===== config.mk =====
export PLATFORM = sky130hd
export DESIGN_NAME = pipeline_hazard_ctrl_flat
export DESIGN_NICKNAME = d
export VERILOG_FILES = /design/src/rtl/pipeline_hazard_ctrl_if.sv /design/src/rtl/pipeline_hazard_ctrl.sv /design/src/flat_wrapper.sv
export SDC_FILE = /design/constraint.sdc
export NUM_CORES = 1
export LEC_CHECK = 0
export ABC_CLOCK_PERIOD_IN_PS = 4550
export BUFFER_PORTS_ARGS = -buffer_cell sky130_fd_sc_hd__buf_2
export CAP_MARGIN = 20
export CORE_UTILIZATION = 46
export CTS_BUF_LIST = sky130_fd_sc_hd__clkbuf_16
export DETAILED_ROUTE_END_ITERATION = 10
export PLACE_DENSITY = 0.73
export SYNTH_ARGS = -nofsm -noshare
export SYNTH_HDL_FRONTEND = slang
export SYNTH_SLANG_ARGS = --single-unit

===== constraint.sdc =====
create_clock -name clock -period 4.55 [get_ports clock]
set_clock_uncertainty 0.2 [all_clocks]
set_input_delay 1.1375 -clock clock [delete_from_list [all_inputs] [get_ports clock]]
set_output_delay 1.1375 -clock clock [all_outputs]
set_load 0.02 [all_outputs]

===== src/rtl/pipeline_hazard_ctrl_if.sv =====
// ============================================================================
//  Module      : pipeline_hazard_ctrl_if
//  Description : Hazard-control bundle between the pipeline registers and
//                the hazard controller.
//  Revision    : 1.0 - initial release
// ============================================================================
`default_nettype none

interface pipeline_hazard_ctrl_if;
    // Pipeline status seen by the controller
    logic [4:0]  IFID_rs1;
    logic [4:0]  IFID_rs2;
    logic        IFID_uses_rs2;
    logic        IDEX_MemRead;
    logic [4:0]  IDEX_rd;
    logic        EXMEM_Branch_Taken;
    logic        mem_busy;

    // Register enables and flushes
    logic        PC_Write;
    logic        IFID_Write;
    logic        IFID_Flush;
    logic        IDEX_Write;
    logic        IDEX_Flush;
    logic        EXMEM_Write;
    logic        EXMEM_Flush;
    logic        MEMWB_Flush;

    // Debug observation
    logic [1:0]  state;
    logic [31:0] stall_count;
    logic [31:0] freeze_count;
    logic [31:0] flush_count;
    logic        mem_timeout;

    modport master (
        output IFID_rs1, IFID_rs2, IFID_uses_rs2, IDEX_MemRead, IDEX_rd,
               EXMEM_Branch_Taken, mem_busy,
        input  PC_Write, IFID_Write, IFID_Flush, IDEX_Write, IDEX_Flush,
               EXMEM_Write, EXMEM_Flush, MEMWB_Flush,
               state, stall_count, freeze_count, flush_count, mem_timeout
    );

    modport slave (
        input  IFID_rs1, IFID_rs2, IFID_uses_rs2, IDEX_MemRead, IDEX_rd,
               EXMEM_Branch_Taken, mem_busy,
        output PC_Write, IFID_Write, IFID_Flush, IDEX_Write, IDEX_Flush,
               EXMEM_Write, EXMEM_Flush, MEMWB_Flush,
               state, stall_count, freeze_count, flush_count, mem_timeout
    );
endinterface

`default_nettype wire


===== src/rtl/pipeline_hazard_ctrl.sv =====
// ============================================================================
//  Module      : pipeline_hazard_ctrl
//  Description : Five-stage pipeline hazard controller: load-use bubble,
//                taken-branch flush, memory-wait freeze, debug counters.
//  Revision    : 1.0 - initial release
// ============================================================================
`default_nettype none

module pipeline_hazard_ctrl #(
    parameter int TIMEOUT_W   = 8,
    parameter int MEM_TIMEOUT = 200
) (
    input  wire logic             clock,
    input  wire logic             reset,
    pipeline_hazard_ctrl_if.slave hz
);

    localparam logic [1:0] c_RUN    = 2'd0;
    localparam logic [1:0] c_STALL  = 2'd1;
    localparam logic [1:0] c_FREEZE = 2'd2;
    localparam logic [1:0] c_FLUSH  = 2'd3;

    localparam logic [31:0]          c_CNT_MAX  = 32'hFFFF_FFFF;
    localparam logic [TIMEOUT_W-1:0] c_BUSY_MAX = {TIMEOUT_W{1'b1}};
    localparam logic [TIMEOUT_W-1:0] c_TMO_LAST = TIMEOUT_W'(MEM_TIMEOUT - 1);

    logic                 w_load_use;
    logic [1:0]           w_action;
    logic                 w_pc_write;
    logic                 w_ifid_write;
    logic                 w_ifid_flush;
    logic                 w_idex_write;
    logic                 w_idex_flush;
    logic                 w_exmem_write;
    logic                 w_exmem_flush;
    logic                 w_memwb_flush;

    logic [1:0]           r_state;
    logic [31:0]          r_stall_count;
    logic [31:0]          r_freeze_count;
    logic [31:0]          r_flush_count;
    logic [TIMEOUT_W-1:0] r_busy_cnt;
    logic                 r_mem_timeout;

    always_comb begin
        w_load_use = hz.IDEX_MemRead && (hz.IDEX_rd != 5'd0) &&
                     ((hz.IDEX_rd == hz.IFID_rs1) ||
                      (hz.IFID_uses_rs2 && (hz.IDEX_rd == hz.IFID_rs2)));

        // Reset forces RUN so the pipeline sees plain defaults while held.
        if (reset)
            w_action = c_RUN;
        else if (hz.mem_busy)
            w_action = c_FREEZE;
        else if (hz.EXMEM_Branch_Taken)
            w_action = c_FLUSH;
        else if (w_load_use)
            w_action = c_STALL;
        else
            w_action = c_RUN;
    end

    always_comb begin
        w_pc_write    = 1'b1;
        w_ifid_write  = 1'b1;
        w_ifid_flush  = 1'b0;
        w_idex_write  = 1'b1;
        w_idex_flush  = 1'b0;
        w_exmem_write = 1'b1;
        w_exmem_flush = 1'b0;
        w_memwb_flush = 1'b0;
        case (w_action)
            c_FREEZE: begin
                w_pc_write    = 1'b0;
                w_ifid_write  = 1'b0;
                w_idex_write  = 1'b0;
                w_exmem_write = 1'b0;
                w_memwb_flush = 1'b1;
            end
            c_FLUSH: begin
                w_ifid_flush  = 1'b1;
                w_idex_flush  = 1'b1;
                w_exmem_flush = 1'b1;
            end
            c_STALL: begin
                w_pc_write    = 1'b0;
                w_ifid_write  = 1'b0;
                w_idex_flush  = 1'b1;
            end
            default: ;
        endcase
    end

    assign hz.PC_Write    = w_pc_write;
    assign hz.IFID_Write  = w_ifid_write;
    assign hz.IFID_Flush  = w_ifid_flush;
    assign hz.IDEX_Write  = w_idex_write;
    assign hz.IDEX_Flush  = w_idex_flush;
    assign hz.EXMEM_Write = w_exmem_write;
    assign hz.EXMEM_Flush = w_exmem_flush;
    assign hz.MEMWB_Flush = w_memwb_flush;

    always_ff @(posedge clock) begin
        if (reset) begin
            r_state        <= c_RUN;
            r_stall_count  <= '0;
            r_freeze_count <= '0;
            r_flush_count  <= '0;
        end else begin
            r_state <= w_action;
            if (w_action == c_STALL && r_stall_count != c_CNT_MAX)
                r_stall_count <= r_stall_count + 32'd1;
            if (w_action == c_FREEZE && r_freeze_count != c_CNT_MAX)
                r_freeze_count <= r_freeze_count + 32'd1;
            if (w_action == c_FLUSH && r_flush_count != c_CNT_MAX)
                r_flush_count <= r_flush_count + 32'd1;
        end
    end

    // The timeout flag is sticky; only reset releases it.
    always_ff @(posedge clock) begin
        if (reset) begin
            r_busy_cnt    <= '0;
            r_mem_timeout <= 1'b0;
        end else if (hz.mem_busy) begin
            if (r_busy_cnt != c_BUSY_MAX)
                r_busy_cnt <= r_busy_cnt + 1'b1;
            if (r_busy_cnt == c_TMO_LAST)
                r_mem_timeout <= 1'b1;
        end else begin
            r_busy_cnt <= '0;
        end
    end

    assign hz.state        = r_state;
    assign hz.stall_count  = r_stall_count;
    assign hz.freeze_count = r_freeze_count;
    assign hz.flush_count  = r_flush_count;
    assign hz.mem_timeout  = r_mem_timeout;

endmodule

`default_nettype wire

===== src/flat_wrapper.sv =====
// flat-port wrapper written by rule: the top's interface ports become plain ports
module pipeline_hazard_ctrl_flat 
#(
    parameter int TIMEOUT_W   = 8,
    parameter int MEM_TIMEOUT = 200
)
  (clock, reset, hz_IFID_rs1, hz_IFID_rs2, hz_IFID_uses_rs2, hz_IDEX_MemRead, hz_IDEX_rd, hz_EXMEM_Branch_Taken, hz_mem_busy, hz_PC_Write, hz_IFID_Write, hz_IFID_Flush, hz_IDEX_Write, hz_IDEX_Flush, hz_EXMEM_Write, hz_EXMEM_Flush, hz_MEMWB_Flush, hz_state, hz_stall_count, hz_freeze_count, hz_flush_count, hz_mem_timeout);
  pipeline_hazard_ctrl_if hz_i ();
  input  wire logic clock;
  input  wire logic reset;
  input wire logic [$bits(hz_i.IFID_rs1)-1:0] hz_IFID_rs1;
  input wire logic [$bits(hz_i.IFID_rs2)-1:0] hz_IFID_rs2;
  input wire logic [$bits(hz_i.IFID_uses_rs2)-1:0] hz_IFID_uses_rs2;
  input wire logic [$bits(hz_i.IDEX_MemRead)-1:0] hz_IDEX_MemRead;
  input wire logic [$bits(hz_i.IDEX_rd)-1:0] hz_IDEX_rd;
  input wire logic [$bits(hz_i.EXMEM_Branch_Taken)-1:0] hz_EXMEM_Branch_Taken;
  input wire logic [$bits(hz_i.mem_busy)-1:0] hz_mem_busy;
  output wire logic [$bits(hz_i.PC_Write)-1:0] hz_PC_Write;
  output wire logic [$bits(hz_i.IFID_Write)-1:0] hz_IFID_Write;
  output wire logic [$bits(hz_i.IFID_Flush)-1:0] hz_IFID_Flush;
  output wire logic [$bits(hz_i.IDEX_Write)-1:0] hz_IDEX_Write;
  output wire logic [$bits(hz_i.IDEX_Flush)-1:0] hz_IDEX_Flush;
  output wire logic [$bits(hz_i.EXMEM_Write)-1:0] hz_EXMEM_Write;
  output wire logic [$bits(hz_i.EXMEM_Flush)-1:0] hz_EXMEM_Flush;
  output wire logic [$bits(hz_i.MEMWB_Flush)-1:0] hz_MEMWB_Flush;
  output wire logic [$bits(hz_i.state)-1:0] hz_state;
  output wire logic [$bits(hz_i.stall_count)-1:0] hz_stall_count;
  output wire logic [$bits(hz_i.freeze_count)-1:0] hz_freeze_count;
  output wire logic [$bits(hz_i.flush_count)-1:0] hz_flush_count;
  output wire logic [$bits(hz_i.mem_timeout)-1:0] hz_mem_timeout;
  assign hz_i.IFID_rs1 = hz_IFID_rs1;
  assign hz_i.IFID_rs2 = hz_IFID_rs2;
  assign hz_i.IFID_uses_rs2 = hz_IFID_uses_rs2;
  assign hz_i.IDEX_MemRead = hz_IDEX_MemRead;
  assign hz_i.IDEX_rd = hz_IDEX_rd;
  assign hz_i.EXMEM_Branch_Taken = hz_EXMEM_Branch_Taken;
  assign hz_i.mem_busy = hz_mem_busy;
  assign hz_PC_Write = hz_i.PC_Write;
  assign hz_IFID_Write = hz_i.IFID_Write;
  assign hz_IFID_Flush = hz_i.IFID_Flush;
  assign hz_IDEX_Write = hz_i.IDEX_Write;
  assign hz_IDEX_Flush = hz_i.IDEX_Flush;
  assign hz_EXMEM_Write = hz_i.EXMEM_Write;
  assign hz_EXMEM_Flush = hz_i.EXMEM_Flush;
  assign hz_MEMWB_Flush = hz_i.MEMWB_Flush;
  assign hz_state = hz_i.state;
  assign hz_stall_count = hz_i.stall_count;
  assign hz_freeze_count = hz_i.freeze_count;
  assign hz_flush_count = hz_i.flush_count;
  assign hz_mem_timeout = hz_i.mem_timeout;
  pipeline_hazard_ctrl #(.TIMEOUT_W(TIMEOUT_W), .MEM_TIMEOUT(MEM_TIMEOUT)) u_core (.clock(clock), .reset(reset), .hz(hz_i));
endmodule

==> results of run 1 <==
==> metal layers <==
layer / vias up / GRT usage / wire length (um)
met2: 134 / 0.359 / 6460
met4: 0 / 0.0960 / 279
met5: - / 0 / 0
met3: 20 / 0.0324 / 622
met1: 2575 / 0.285 / 6200
li1: 2672 / - / -
==> registers in the layout, summed over array words and instances, names as in the netlist <==
signal and cells:
u_core.r_busy_cnt 8, u_core.hz.stall_count 32, u_core.hz.flush_count 32, u_core.hz.freeze_count 32, u_core.hz.state 2, u_core.hz.mem_timeout 1
==> worst max-delay path: stages <==
cell and delay, ps:
buf_2 120, xnor2_1 180, nand4_1 110, o22ai_1 130
a31oi_1 130, nor3_1 280, ha_1 450, or2_2 180
buf_2 150
==> layout make-up <==
type,instances,area (sq um),area share
Timing Repair Buffer,135,698,0.106
Inverter,17,63.8,0.00972
Sequential cell,107,2140,0.326
Multi-Input combinational cell,500,3200,0.488
Clock inverter,7,52.6,0.00801
Clock buffer,9,225,0.0343
Tap cell,143,179,0.0273
==> report_power, final <==
group	total [uW]	switching (uW)	internal [uW]	leakage, uW
logic	84.5	53.8	30.6	0.00155
registers	946	5.39	940	0.000863
clock network	759	343	416	0.000146
total	1790	402	1390	0.00256
==> final timing paths <==
kind / to / start / slack [ps] / depth (start not counted)
setup / recovery: hz_IDEX_Flush / hz_IDEX_rd[3] / 340 / 9
hold / removal: u_core.hz.mem_timeout$_SDFFE_PP0P_ / u_core.hz.mem_timeout$_SDFFE_PP0P_ / 300 / 2
setup reg to reg: u_core.hz.stall_count[11]$_SDFFE_PP0P_ / u_core.hz.stall_count[1]$_SDFFE_PP0P_ / 1790 / 6
hold reg to reg: u_core.hz.mem_timeout$_SDFFE_PP0P_ / u_core.hz.mem_timeout$_SDFFE_PP0P_ / 300 / 2
==> cells by family (layout without fill, tap and decap cells) <==
logic type,Yosys count,in the layout
AND/OR/NAND/NOR,299,299
AO/OA/AOI/OAI,138,138
flip-flops,107,107
buffers and inverters,50,168
XOR/XNOR,40,40
multiplexers,15,15
adder cells (fa/ha/maj),8,8
==> stage by stage <==
stage	cell area [sq um]	hold WS [ps]	total power, uW	instances	setup slack, ps
4_1_cts	6560	295	1800	918	361
5_1_grt	6560	334	1850	918	212
3_5_place_dp	6280	273	1050	902	370
2_1_floorplan	5570	248	1020	657	590
6_report	6560	296	1790	918	341
3_3_place_gp	6280	266	1050	902	455
==> cell usage in the layout (no fill, tap or decap), drive strengths merged, types with 20 or more instances in the layout <==
cell type | netlist | layout
a21oi | 54 | 54
buf | 11 | 135
dfxtp | 107 | 107
inv | 17 | 20
nand2 | 29 | 29
nand3 | 37 | 37
nand4 | 31 | 31
nor2 | 63 | 63
o21ai | 42 | 42
or3 | 41 | 41
xnor2 | 31 | 31
==> impl_results.html, run 1 <==
<table>
<tr><th>Metric</th><th>Value</th></tr>
<tr><th colspan="2">Status</th></tr>
<tr><td>Outcome</td><td>finished, violations left</td></tr>
<tr><td>Violated checks</td><td>design-rule violations</td></tr>
<tr><th colspan="2">Logic synthesis</th></tr>
<tr><td>Total nets after synthesis</td><td>686</td></tr>
<tr><td>Main combinational cell family by area after synthesis</td><td>simple AND/OR/NAND/NOR gates</td></tr>
<tr><td>Multiplexer area fraction after synthesis</td><td>0.0301</td></tr>
<tr><td>Number of flops mapped to enable cells by yosys</td><td>0</td></tr>
<tr><td>Number of cells produced by synthesis</td><td>657</td></tr>
<tr><td>Count of warnings emitted by yosys</td><td>0</td></tr>
<tr><td>Average footprint of a synthesized cell</td><td>between 8 and 9 sq um</td></tr>
<tr><td>Post-synthesis share of cell area spent on and, or, nand and nor gates</td><td>0.308</td></tr>
<tr><td>Number of synthesized register bits</td><td>107</td></tr>
<tr><td>Top cell type by total area after synthesis</td><td>dfxtp_1</td></tr>
<tr><td>Area share of fa/ha/maj cells after synthesis</td><td>0.0180</td></tr>
<tr><td>Leading cell types by total area after synthesis</td><td>dfxtp_1 38%, xnor2_1 4.9%, a21oi_1 4.9%, nor2_1 4.2%, or3_1 3.9%</td></tr>
<tr><td>Most instantiated cells after synthesis</td><td>107 x dfxtp_1, 63 x nor2_1, 54 x a21oi_1, 42 x o21ai_0, 37 x nand3_1</td></tr>
<tr><td>Most repeated cell in the gate-level netlist after synthesis</td><td>dfxtp_1</td></tr>
<tr><td>Post-synthesis instance area</td><td>5570 sq um</td></tr>
<tr><td>Synth unique cells</td><td>57</td></tr>
<tr><td>Most used flip-flop cell after synthesis</td><td>dfxtp_1</td></tr>
<tr><td>Top cell type's share of synthesized area</td><td>0.385</td></tr>
<tr><td>Compound-cell area share of the yosys netlist</td><td>0.155</td></tr>
<tr><td>Xor-xnor portion of the synthesized cell area</td><td>0.0629</td></tr>
<tr><td>Fraction of registers with async set or reset after synthesis</td><td>0</td></tr>
<tr><td>Portion of the post-synthesis area used by sequential elements</td><td>0.385</td></tr>
<tr><th colspan="2">Clocking</th></tr>
<tr><td>TritonCTS Buffers</td><td>9</td></tr>
<tr><td>Maximum buffer depth of the clock tree</td><td>2</td></tr>
<tr><td>Clock latency reported for the late side of the worst-skew pair</td><td>350 ps</td></tr>
<tr><td>Reg clk slew, reported paths</td><td>70 ps</td></tr>
<tr><td>Post-CTS setup buffer count</td><td>0</td></tr>
<tr><td>Clock sink total</td><td>107</td></tr>
<tr><td>CTS resizes</td><td>0</td></tr>
<tr><td>CTS tree</td><td>yes</td></tr>
<tr><td>Maximum level of the CTS H-tree</td><td>3</td></tr>
<tr><td># hold bufs at CTS</td><td>0</td></tr>
<tr><td>Clock root buffer master</td><td>clkbuf_16</td></tr>
<tr><th colspan="2">Floorplanning</th></tr>
<tr><td>Die boundary height</td><td>112 um</td></tr>
<tr><td>Die W</td><td>about 110 um</td></tr>
<tr><td>Standard-cell row count</td><td>39</td></tr>
<tr><td>Core Footprint</td><td>11600 sq um</td></tr>
<tr><td>Starting utilization of the core area</td><td>0.480</td></tr>
<tr><td>Boundary Pins</td><td>128</td></tr>
<tr><td>Die Outline Area</td><td>12600 sq um</td></tr>
<tr><th colspan="2">Timing</th></tr>
<tr><td>Setup repair after global routing missed its margin</td><td>false</td></tr>
<tr><td>Summed negative setup slack over all endpoints</td><td>0 ps</td></tr>
<tr><td>Final Hold Fails</td><td>0</td></tr>
<tr><td>Fin crit share</td><td>0.925</td></tr>
<tr><td>Final period demand of the worst path</td><td>4210 ps</td></tr>
<tr><td>Final-report setup violation count</td><td>0</td></tr>
<tr><td>Worst Tran Pin Value</td><td>988 ps</td></tr>
<tr><td>Remaining max-slew budget at the tightest pin</td><td>0.333</td></tr>
<tr><td>Number of max-slew violations in the final report</td><td>0</td></tr>
<tr><td>Max Clk Rate</td><td>0.238 GHz</td></tr>
<tr><th colspan="2">Detailed routing</th></tr>
<tr><td>Iteration count of the initial detailed-routing pass</td><td>8</td></tr>
<tr><td>Iteration-0 DRC count of the detailed router</td><td>318</td></tr>
<tr><td>Post-detailed-route DRC marker count</td><td>7</td></tr>
<tr><td>Routed WL per cell</td><td>roughly 15 um</td></tr>
<tr><td>Vias per inst</td><td>just under 6</td></tr>
<tr><td>Vias</td><td>approximately 5400</td></tr>
<tr><td>Final ANT Viol Nets</td><td>0</td></tr>
<tr><td>Final routed wirelength across all metal layers</td><td>13.6 mm</td></tr>
<tr><th colspan="2">Final layout</th></tr>
<tr><td>Area growth from synthesis to final layout</td><td>17.8%</td></tr>
<tr><td>Final-stage net count</td><td>roughly 800</td></tr>
<tr><td>Diodes inserted</td><td>0</td></tr>
<tr><td>Number of fillers in the final layout</td><td>~1100</td></tr>
<tr><td>Post-layout util</td><td>0.565</td></tr>
<tr><td>Proportion of layout cells with a drive suffix above 1</td><td>0.239</td></tr>
<tr><th colspan="2">Global route</th></tr>
<tr><td>Number of global-route vias before repair</td><td>~4800</td></tr>
<tr><td>Overall overflow remaining after global route</td><td>0</td></tr>
<tr><td>Wire length of the first global-routing pass</td><td>22.7 mm</td></tr>
<tr><td>Largest net degree at the start of global routing</td><td>58</td></tr>
<tr><td>Number of antenna violations at the first check in global routing</td><td>0</td></tr>
<tr><td>Global-route usage over all layers</td><td>0.218</td></tr>
<tr><th colspan="2">Place</th></tr>
<tr><td>Placer congestion estimate</td><td>0.900</td></tr>
<tr><td>Placed wire-length estimate</td><td>9.79 mm</td></tr>
<tr><td>Number of input and output port buffers inserted</td><td>between 100 and 150</td></tr>
<tr><th colspan="2">Worst setup path</th></tr>
<tr><td>CP Capture Type</td><td>primary output</td></tr>
<tr><td>Endpoint required time on the critical path</td><td>3210 ps</td></tr>
<tr><td>Critical Path Source Type</td><td>primary input</td></tr>
<tr><td>Critical-path maximum fanout</td><td>8</td></tr>
<tr><td>Critical path class</td><td>primary input to primary output</td></tr>
<tr><td>Arrival time at the worst endpoint</td><td>2870 ps</td></tr>
<tr><th colspan="2">Hold path</th></tr>
<tr><td>Worst hold-check path type</td><td>flip-flop to flip-flop</td></tr>
<tr><th colspan="2">Power and ir drop</th></tr>
<tr><td>Peak VDD IR</td><td>0.159 mV</td></tr>
<tr><td>Total power density per cell area</td><td>273 nW/um^2</td></tr>
<tr><td>Leakage power summed over all cells</td><td>0.00256 uW</td></tr>
<tr><th colspan="2">Flow run</th></tr>
<tr><td>Max-cap check violation count</td><td>0</td></tr>
</table>
No activity file was read; power rests on OpenSTA's default activity.
==> run 2: changes to the inputs <==
--- a/config.mk
+++ b/config.mk
@@ -5,13 +5,12 @@
 export SDC_FILE = /design/constraint.sdc
 export NUM_CORES = 1
 export LEC_CHECK = 0
-export ABC_CLOCK_PERIOD_IN_PS = 4550
 export BUFFER_PORTS_ARGS = -buffer_cell sky130_fd_sc_hd__buf_2
 export CAP_MARGIN = 20
 export CORE_UTILIZATION = 46
 export CTS_BUF_LIST = sky130_fd_sc_hd__clkbuf_16
 export DETAILED_ROUTE_END_ITERATION = 10
-export PLACE_DENSITY = 0.73
+export PLACE_DENSITY = 0.75
 export SYNTH_ARGS = -nofsm -noshare
 export SYNTH_HDL_FRONTEND = slang
 export SYNTH_SLANG_ARGS = --single-unit
==> constraint.sdc (replaced) <==
create_clock -name clock -period 3.83 [get_ports clock]
set_clock_uncertainty 0.2 [all_clocks]
set_input_delay 0.9575 -clock clock [delete_from_list [all_inputs] [get_ports clock]]
set_output_delay 0.9575 -clock clock [all_outputs]
set_load 0.02 [all_outputs]
==> impl_results.html, run 2 (synthesis results as in run 1) <==
<table>
<tr><th>Metric</th><th>Value</th></tr>
<tr><th colspan="2">Status</th></tr>
<tr><td>Outcome</td><td>finished, violations left</td></tr>
<tr><td>Violated checks</td><td>design-rule violations</td></tr>
<tr><th colspan="2">Final layout</th></tr>
<tr><td>Area growth from synthesis to final layout</td><td>17.9%</td></tr>
<tr><td>Diodes inserted</td><td>0 (unchanged)</td></tr>
<tr><td>Post-layout util</td><td>0.566 (+0.000647)</td></tr>
<tr><td>Non-filler instance count after layout</td><td>919 (+0.11%)</td></tr>
<tr><td>Proportion of layout cells with a drive suffix above 1</td><td>0.246 (+0.00742)</td></tr>
<tr><td>Number of fillers in the final layout</td><td>1082 (+0.84%)</td></tr>
<tr><td>Most common cell after layout, fill and taps aside</td><td>buf_2</td></tr>
<tr><td>Final-stage net count</td><td>801 (+0.25%)</td></tr>
<tr><td>Commonest cells after routing, fill and taps aside</td><td>126 x buf_2, 107 x dfxtp_1, 63 x nor2_1</td></tr>
<tr><th colspan="2">Clocking</th></tr>
<tr><td>Post-CTS setup buffer count</td><td>0 (unchanged)</td></tr>
<tr><td>CTS tree</td><td>yes</td></tr>
<tr><td>Clock sink total</td><td>107 (unchanged)</td></tr>
<tr><td>TritonCTS Buffers</td><td>9 (unchanged)</td></tr>
<tr><td>Maximum level of the CTS H-tree</td><td>3 (unchanged)</td></tr>
<tr><td>Reg clk slew, reported paths</td><td>70 ps (about the same)</td></tr>
<tr><td>Clock latency reported for the late side of the worst-skew pair</td><td>350 ps (about the same)</td></tr>
<tr><td>Clock root buffer master</td><td>clkbuf_16</td></tr>
<tr><td>CTS resizes</td><td>0 (unchanged)</td></tr>
<tr><td>Maximum buffer depth of the clock tree</td><td>2 (unchanged)</td></tr>
<tr><td># hold bufs at CTS</td><td>0 (unchanged)</td></tr>
<tr><th colspan="2">Timing</th></tr>
<tr><td>Setup repair after global routing missed its margin</td><td>false</td></tr>
<tr><td>Summed negative setup slack over all endpoints</td><td>0 ps (unchanged)</td></tr>
<tr><td>Final period demand of the worst path</td><td>3740 ps</td></tr>
<tr><td>Final-report setup violation count</td><td>0 (unchanged)</td></tr>
<tr><td>Worst Tran Pin Value</td><td>834 ps (-154 ps)</td></tr>
<tr><td>Remaining max-slew budget at the tightest pin</td><td>0.437 (+0.104)</td></tr>
<tr><td>Max Clk Rate</td><td>0.267 GHz</td></tr>
<tr><td>Hold Worst Slack</td><td>287 ps (-8.76 ps)</td></tr>
<tr><td>Final Hold Fails</td><td>0 (unchanged)</td></tr>
<tr><td>Number of max-slew violations in the final report</td><td>0 (unchanged)</td></tr>
<tr><td>Fin crit share</td><td>0.977</td></tr>
<tr><th colspan="2">Worst setup path</th></tr>
<tr><td>CP Capture Type</td><td>primary output</td></tr>
<tr><td>Critical path class</td><td>primary input to primary output</td></tr>
<tr><td>Arrival time at the worst endpoint</td><td>2590 ps (-280 ps)</td></tr>
<tr><td>Critical-path maximum fanout</td><td>3 (-5)</td></tr>
<tr><td>Endpoint required time on the critical path</td><td>2670 ps (-540 ps)</td></tr>
<tr><td>Critical Path Source Type</td><td>primary input</td></tr>
<tr><th colspan="2">Detailed routing</th></tr>
<tr><td>Iteration count of the initial detailed-routing pass</td><td>8 (unchanged)</td></tr>
<tr><td>Post-detailed-route DRC marker count</td><td>6 (-1)</td></tr>
<tr><td>Final routed wirelength across all metal layers</td><td>13.7 mm (+0.89%)</td></tr>
<tr><td>Iteration-0 DRC count of the detailed router</td><td>463 (+46%)</td></tr>
<tr><td>Final ANT Viol Nets</td><td>0 (unchanged)</td></tr>
<tr><td>Vias per inst</td><td>5.85 (-0.52%)</td></tr>
<tr><td>Routed WL per cell</td><td>14.9 um (+0.78%)</td></tr>
<tr><td>Vias</td><td>5379 (-0.41%)</td></tr>
<tr><th colspan="2">Global route</th></tr>
<tr><td>Overall overflow remaining after global route</td><td>0 (unchanged)</td></tr>
<tr><td>Largest net degree at the start of global routing</td><td>64 (+10%)</td></tr>
<tr><td>Number of antenna violations at the first check in global routing</td><td>0 (unchanged)</td></tr>
<tr><td>Global routing's busiest layer</td><td>met2</td></tr>
<tr><td>Met3 routing resource usage after global routing</td><td>0.0329 (+0.000540)</td></tr>
<tr><td>Fraction of met2 tracks used by global routing</td><td>0.379 (+0.0195)</td></tr>
<tr><td>Met1 Use GR</td><td>0.281 (-0.00457)</td></tr>
<tr><td>Wire length of the first global-routing pass</td><td>23.0 mm (+0.97%)</td></tr>
<tr><td>Number of global-route vias before repair</td><td>4901 (+1.4%)</td></tr>
<tr><td>Global-route usage over all layers</td><td>0.223 (+0.00459)</td></tr>
<tr><th colspan="2">Place</th></tr>
<tr><td>Placer congestion estimate</td><td>0.925 (+2.8%)</td></tr>
<tr><td>Placed Cells incl. Taps</td><td>904 (+0.22%)</td></tr>
<tr><td>Number of input and output port buffers inserted</td><td>127 (unchanged)</td></tr>
<tr><td>Placed wire-length estimate</td><td>9.98 mm (+1.9%)</td></tr>
<tr><th colspan="2">Power and ir drop</th></tr>
<tr><td>Total power density per cell area</td><td>314 nW/um^2 (+15%)</td></tr>
<tr><td>Peak VDD IR</td><td>0.169 mV (+6.3%)</td></tr>
<tr><td>Power, Total</td><td>2060 uW (+15%)</td></tr>
<tr><td>Leakage power summed over all cells</td><td>0.00256 uW (about the same)</td></tr>
<tr><th colspan="2">Hold path</th></tr>
<tr><td>Worst hold-check path type</td><td>flip-flop to flip-flop</td></tr>
<tr><th colspan="2">Floorplanning</th></tr>
<tr><td>Die W</td><td>112 um (unchanged)</td></tr>
<tr><td>Die boundary height</td><td>112 um (unchanged)</td></tr>
<tr><td>Standard-cell row count</td><td>39 (unchanged)</td></tr>
<tr><td>Die Outline Area</td><td>12600 sq um (unchanged)</td></tr>
<tr><td>Core Footprint</td><td>11600 sq um (unchanged)</td></tr>
<tr><td>Starting utilization of the core area</td><td>0.480 (unchanged)</td></tr>
<tr><td>Boundary Pins</td><td>128 (unchanged)</td></tr>
<tr><th colspan="2">Flow run</th></tr>
<tr><td>Max-cap check violation count</td><td>0 (unchanged)</td></tr>
</table>
-- run 2: where the power goes --
part	internal [uW]	switching, uW
Combinational	37.5	65.2
Sequential	1120	6.35
Clock	427	409
-- run 2: metrics by stage --
| step | instance area (sq um) | setup slack [ps] |
|---|---|---|
| floorplan | 5570 | 50.2 |
| global placement | 6300 | 158 |
| detailed placement | 6300 | -9.26 |
| CTS | 6550 | 49.1 |
| global route | 6570 | 6.15 |
| finish | 6570 | 86.5 |
-- run 2: worst paths after layout --
path | startpoint | end | slack (ps) | depth (start not counted)
max | hz_IDEX_rd[3] | hz_IFID_Write | 90 | 8
max reg2reg | u_core.hz.freeze_count[24]$_SDFFE_PP0P_ | u_core.hz.freeze_count[29]$_SDFFE_PP0P_ | 1050 | 5
min | u_core.hz.mem_timeout$_SDFFE_PP0P_ | u_core.hz.mem_timeout$_SDFFE_PP0P_ | 290 | 2
min reg2reg | u_core.hz.mem_timeout$_SDFFE_PP0P_ | u_core.hz.mem_timeout$_SDFFE_PP0P_ | 290 | 2
-- run 2: final cells by class --
| class | instances | area, sq um | area share |
|---|---|---|---|
| sequential | 107 | 2140 | 0.326 |
| tap | 143 | 179 | 0.0272 |
| clock inverter | 6 | 27.5 | 0.00419 |
| clock buffer | 9 | 225 | 0.0343 |
| timing repair buffer | 137 | 713 | 0.109 |
| inverter | 17 | 63.8 | 0.00971 |
| multi-input combinational | 500 | 3220 | 0.490 |
-- run 2: routing by layer --
| layer | vias to the layer above | routed length [um] | part of all wire |
|---|---|---|---|
| met5 | - | 0 | 0 |
| met4 | 0 | 294 | 0.021 |
| met3 | 19 | 606 | 0.044 |
| met2 | 142 | 6590 | 0.48 |
| met1 | 2551 | 6190 | 0.45 |
| li1 | 2667 | - | - |
-- run 2: critical path, cell delays in order --
cell and delay (ps):
buf_2 130, xnor2_1 180, nand4_1 130, o22ai_2 140, a31oi_2 150, or3_1 370
ha_1 350, buf_2 170
